==> config.mk <==
export PLATFORM = sky130hd
export DESIGN_NAME = rr_arbiter_flat
export DESIGN_NICKNAME = d
export VERILOG_FILES = /design/src/rtl/rr_arb_pkg.sv /design/src/rtl/rr_arbiter_if.sv /design/src/rtl/arb_fixed_prio.sv /design/src/rtl/rr_arbiter.sv /design/src/flat_wrapper.sv
export SDC_FILE = /design/constraint.sdc
export NUM_CORES = 1
export LEC_CHECK = 0
export ABC_AREA = 1
export CAP_MARGIN = 20
export CORE_MARGIN = 4
export CORE_UTILIZATION = 49
export DETAILED_ROUTE_END_ITERATION = 10
export PLACE_DENSITY = 0.75
export SYNTH_ARGS = -nofsm -noshare
export SYNTH_HDL_FRONTEND = slang
export SYNTH_SLANG_ARGS = --single-unit
export TNS_END_PERCENT = 30
==> constraint.sdc <==
create_clock -name clk -period 2.6 [get_ports clk]
set_clock_uncertainty 0.1 [all_clocks]
set_input_delay 0.52 -clock clk [delete_from_list [all_inputs] [get_ports clk]]
set_output_delay 0.52 -clock clk [all_outputs]
set_load 0.005 [all_outputs]
==> src/rtl/rr_arb_pkg.sv <==
// Shared constants and helpers for the round-robin arbiter slice.
package rr_arb_pkg;

   localparam int REQ_NUM_DEF = 8;

   // Width of a binary index into n requesters; a single requester still needs one bit.
   function automatic int idx_width(input int n);
      return (n <= 1) ? 1 : $clog2(n);
   endfunction

endpackage

==> src/rtl/rr_arbiter_if.sv <==
// Request/grant bundle between requesters and the arbiter.
interface rr_arbiter_if
   import rr_arb_pkg::*;
#(
   parameter int REQ_NUM   = REQ_NUM_DEF,
   parameter int IDX_WIDTH = idx_width(REQ_NUM)
);

   logic [REQ_NUM-1:0]   req;
   logic                 gnt_rdy;
   logic                 gnt_vld;
   logic [REQ_NUM-1:0]   gnt;
   logic [IDX_WIDTH-1:0] gnt_idx;

   modport slave  (input  req, gnt_rdy, output gnt_vld, gnt, gnt_idx);
   modport master (output req, gnt_rdy, input  gnt_vld, gnt, gnt_idx);

endinterface

==> src/rtl/arb_fixed_prio.sv <==
// Combinational fixed-priority picker: lowest set bit wins.
module arb_fixed_prio #(
   parameter int N = 8
) (
   input  logic [N-1:0] req_i,
   output logic [N-1:0] gnt_o,
   output logic         any_o
);

   // Two's-complement trick isolates the lowest set bit.
   always_comb begin
      gnt_o = req_i & (~req_i + N'(1));
      any_o = |req_i;
   end

endmodule

==> src/rtl/rr_arbiter.sv <==
// Registered round-robin arbiter with valid/ready grant handshake.
module rr_arbiter
   import rr_arb_pkg::*;
#(
   parameter int REQ_NUM   = REQ_NUM_DEF,
   parameter int IDX_WIDTH = idx_width(REQ_NUM)
) (
   input  logic         clk,
   input  logic         rst,
   rr_arbiter_if.slave  bus
);

   logic                 gnt_vld_q, gnt_vld_d;
   logic [REQ_NUM-1:0]   gnt_q, gnt_d;
   logic [IDX_WIDTH-1:0] gnt_idx_q, gnt_idx_d;
   logic [IDX_WIDTH-1:0] ptr_q, ptr_d;

   logic                 accept, hold;
   logic [IDX_WIDTH-1:0] ptr_inc, ptr_sel;
   logic [REQ_NUM-1:0]   cand, mask, oh_msk, oh_all, sel_oh;
   logic                 any_msk, any_all;
   logic [IDX_WIDTH-1:0] sel_idx;

   // Handshake decode and candidate/pointer selection. On an accept the
   // search already starts past the winner, so back-to-back grants rotate.
   always_comb begin
      accept  = gnt_vld_q & bus.gnt_rdy;
      hold    = gnt_vld_q & ~bus.gnt_rdy;
      ptr_inc = (gnt_idx_q == IDX_WIDTH'(REQ_NUM - 1)) ? '0 : gnt_idx_q + IDX_WIDTH'(1);
      ptr_sel = accept ? ptr_inc : ptr_q;
      cand    = accept ? (bus.req & ~gnt_q) : bus.req;
      for (int i = 0; i < REQ_NUM; i++) mask[i] = (i >= int'(ptr_sel));
   end

   arb_fixed_prio #(.N(REQ_NUM)) u_fp_msk (.req_i(cand & mask), .gnt_o(oh_msk), .any_o(any_msk));
   arb_fixed_prio #(.N(REQ_NUM)) u_fp_all (.req_i(cand),        .gnt_o(oh_all), .any_o(any_all));

   // Prefer the winner at/above the pointer, else wrap to the lowest; encode
   // the index from the one-hot here so both register together.
   always_comb begin
      sel_oh  = any_msk ? oh_msk : oh_all;
      sel_idx = '0;
      for (int i = 0; i < REQ_NUM; i++)
         if (sel_oh[i]) sel_idx = sel_idx | IDX_WIDTH'(i);
   end

   // Next state: freeze everything while a grant is stalled.
   always_comb begin
      gnt_vld_d = gnt_vld_q;
      gnt_d     = gnt_q;
      gnt_idx_d = gnt_idx_q;
      ptr_d     = ptr_q;
      if (!hold) begin
         gnt_vld_d = any_all;
         gnt_d     = sel_oh;
         gnt_idx_d = sel_idx;
         if (accept) ptr_d = ptr_inc;
      end
   end

   // Output and pointer registers; reset wins over any accept.
   always_ff @(posedge clk) begin
      if (rst) begin
         gnt_vld_q <= 1'b0;
         gnt_q     <= '0;
         gnt_idx_q <= '0;
         ptr_q     <= '0;
      end else begin
         gnt_vld_q <= gnt_vld_d;
         gnt_q     <= gnt_d;
         gnt_idx_q <= gnt_idx_d;
         ptr_q     <= ptr_d;
      end
   end

   assign bus.gnt_vld = gnt_vld_q;
   assign bus.gnt     = gnt_q;
   assign bus.gnt_idx = gnt_idx_q;

endmodule

==> src/flat_wrapper.sv <==
// flat-port wrapper written by rule: the top's interface ports become plain ports
module rr_arbiter_flat import rr_arb_pkg::*;
#(
   parameter int REQ_NUM   = REQ_NUM_DEF,
   parameter int IDX_WIDTH = idx_width(REQ_NUM)
)
  (clk, rst, bus_req, bus_gnt_rdy, bus_gnt_vld, bus_gnt, bus_gnt_idx);
  rr_arbiter_if #(.REQ_NUM(REQ_NUM), .IDX_WIDTH(IDX_WIDTH)) bus_i ();
  input  logic clk;
  input  logic rst;
  input wire logic [$bits(bus_i.req)-1:0] bus_req;
  input wire logic [$bits(bus_i.gnt_rdy)-1:0] bus_gnt_rdy;
  output wire logic [$bits(bus_i.gnt_vld)-1:0] bus_gnt_vld;
  output wire logic [$bits(bus_i.gnt)-1:0] bus_gnt;
  output wire logic [$bits(bus_i.gnt_idx)-1:0] bus_gnt_idx;
  assign bus_i.req = bus_req;
  assign bus_i.gnt_rdy = bus_gnt_rdy;
  assign bus_gnt_vld = bus_i.gnt_vld;
  assign bus_gnt = bus_i.gnt;
  assign bus_gnt_idx = bus_i.gnt_idx;
  rr_arbiter #(.REQ_NUM(REQ_NUM), .IDX_WIDTH(IDX_WIDTH)) u_core (.clk(clk), .rst(rst), .bus(bus_i));
endmodule
==> metrics.txt <==
internal power=around 400 uW; clock transition at the registers of the reported paths=0.10 ns; PnR worst setup slack=0.188 ns; Clock Tree Buf Depth=2; Slew @ Worst Pin=roughly 0.36 ns; Total Routing Usage GR=0.213; syn nets=172; max incr delay on CP=approximately 0.65 ns; critical path cell sequence=clkdlybuf4s50_1 > nand2_4 > clkinv_2 > nand2_4 > nand2_4 > nor2_1 > o21ai_1 > nand2_1 > o21ai_2 > nor2_2 > or2_1 > inv_1; die width=54.0 um; RSZ-0062 raised after global routing=false; Most Frequent Cell on Critical Path=nand2_4; row cnt=16; Post-CTS Resized=0; Tcrit/Tclk final=0.928; Slew Limit Fails=0; clock network fraction of total power=0.234; layout cell share with drive strength beyond 1=0.174; H-tree levels=1; Pwr per Cell Area=432 nW/um^2; pre-CTS WS=-0.107 ns; Slew headroom=0.756; Hold Path Class=reg2reg; CP startpoint=bus_gnt_rdy; Hold WS=around 0.39 ns; clk sink count=15; WP depth=12; dpl hpwl=2240 um; Hold Path Cell Cnt=2; RePlAce Congestion=0.919; Core Util, Final=0.686; Final Hold Fails=0; Die Y=54.0 um; Crit Path Class=in2reg; DRT Pass-1 Iters=4; min Tclk post-route=2.41 ns; first-pass GRT wire length=4460 um; CORE AREA=between 1500 and 2000 um^2; Max Cap Violations=0; largest net degree at the start of global routing=12; synth warn=0; FF-to-FF path depth=13; Critical Path End Type=register; average instance area after synthesis=6.53 um^2; initial DRC count=33; status=finished clean; logic gate share of total power=0.325; Syn-to-layout area delta=31.0%; Antenna Cells=0; total power=588 uW; Yosys cell types=25; fin nets=204; die area=2920 um^2; flops & latches, synth=15; Psw=slightly below 200 uW; initial core utilization=0.524; Highest Clock Rate=0.415 GHz; data required time of the worst path=2.74 ns; final setup violation count=0; R2R Path Start=u_core.bus.gnt_idx[0]; latest clock arrival within the worst-skew pair=0.28 ns; post-synthesis sequential area ratio=0.289; Mapped Cells=159; root buf cell=clkbuf_4; VDD IR max=416 uV; overall routed net length=2700 um; number of fill cells in the layout=roughly 180; Mapped Area=1040 um^2; Leakage=approximately 0.63 nW; Setup Fix Bufs, Post-CTS=0; Sw Share=0.338; critical path launch point type=primary input; Residual DRC=0; drt via density=between 5 and 6; cell type of the slowest stage on the worst timing path=clkdlybuf4s50_1; sequential group share of total power=0.441; cts bufs inserted=3; post-route cell area=1360 um^2; drt wl/cell=12.5 um; delay-heaviest family, CP=buffers and inverters; global route overflow=0; vias in the first global route=1006; PortBufs=22; min-delay src=u_core.bus.gnt[4]; worst-path maximum fanout=8; DRT antenna net count=0; placed inst area=1330 um^2; Buf/Inv on CP=3; TritonCTS clock tree=done; CP arrival=2.55 ns; Ports=23; initial antenna violation count=0; Vias=1110; # hold bufs at CTS=0
-- through the flow --
step                      std cells  setup TNS (ns)
after floorplan                 159               0
after global placement          213          -0.155
final                           217               0
after CTS                       217               0
after detailed placement        213          -0.321
after global routing            217               0
-- state kept, by name, indices dropped and copies added (netlist names) --
name                count
u_core.bus.gnt_vld      1
u_core.ptr_q            3
u_core.bus.gnt_idx      3
u_core.bus.gnt          8
-- cell usage after synthesis --
library cell	instances	area (um^2)
nand2_1	34	128
inv_1	20	75.1
nor2_1	17	63.8
dfxtp_1	15	300
nand3_1	13	65.1
o21ai_0	12	60.1
a21oi_1	9	45.0
nand2_2	8	50.1
nand3_2	4	40.0
nand4_1	4	25.0
nand2_4	3	33.8
ha_1	2	25.0
nor2_2	2	12.5
nor2_4	2	22.5
o21ai_1	2	10.0
o21ai_2	2	17.5
o21bai_1	2	15.0
a31oi_1	1	6.26
clkbuf_1	1	3.75
clkinv_1	1	3.75
clkinv_2	1	5.00
inv_2	1	3.75
nor3_1	1	5.00
o21ai_4	1	16.3
or2_1	1	6.26
-- cell usage in the layout, fill, tap and decap left out --
master / count
clkbuf_1: 1
clkbuf_4: 3
nor2_2: 2
clkinv_2: 1
nand2_4: 3
nand4_1: 4
o21ai_2: 2
a21oi_1: 9
nor3_1: 1
nor2_1: 17
inv_2: 1
nand2_2: 8
nor2_4: 2
buf_4: 6
clkinv_1: 1
o21bai_1: 2
nand3_2: 4
nand3_1: 13
o21ai_1: 2
o21ai_0: 12
inv_1: 20
o21ai_4: 1
or2_1: 1
nand2_1: 34
a31oi_1: 1
ha_1: 2
dfxtp_1: 15
clkdlybuf4s50_1: 22
-- final cells by class --
cell class	count	area, um^2	share of cell area
multi-input cells	120	647	0.476
flip-flops and latches	15	300	0.221
repair buffers	28	265	0.195
inverters	23	87.6	0.0644
well taps	27	33.8	0.0248
clock buffers	4	26.3	0.0193
-- worst register-to-register path, cell delays in order, from the launching register on --
cell,delay [ns]
dfxtp_1,0.35
ha_1,0.21
ha_1,0.30
nand3_1,0.09
nand2_2,0.16
nand3_1,0.12
nand2_1,0.11
nand2_2,0.08
nor2_4,0.17
nand3_2,0.09
o21ai_2,0.09
nor2_2,0.06
or2_1,0.21
inv_1,0.05
-- layer usage --
metal | wire length, um | GRT usage | up-vias
li1 | - | - | 578
met2 | 1230 | 0.337 | 36
met3 | 179 | 0.0332 | 2
met5 | 0 | 0 | -
met4 | 12 | 0.0539 | 0
met1 | 1280 | 0.300 | 494
-- power groups by stage --
| stage | Clock, mW | Combinational, mW | Sequential, mW |
|---|---|---|---|
| after global routing | 0.154 | 0.213 | 0.261 |
| after floorplan | 0 | 0.110 | 0.263 |
| after global placement | 0 | 0.187 | 0.264 |
| final | 0.138 | 0.191 | 0.259 |
| after detailed placement | 0 | 0.190 | 0.265 |
| after CTS | 0.138 | 0.192 | 0.259 |
-- final timing paths --
check	to	slack, ns
worst max-delay path	u_core.bus.gnt[3]	0.19
worst min-delay path	u_core.bus.gnt[4]	0.39
worst max register to register	u_core.bus.gnt[3]	0.37
worst min register to register	u_core.bus.gnt[4]	0.39
-- kinds of logic (layout without fill, tap and decap cells) --
group / after synthesis / count (layout) / share of synthesized area
fa+ha+maj: 2 / 2 / 0.0241
compound gates: 29 / 29 / 0.164
buf+inv: 24 / 55 / 0.0879
flops: 15 / 15 / 0.289
simple gates: 89 / 89 / 0.435
No activity file was read; power rests on OpenSTA's default activity.
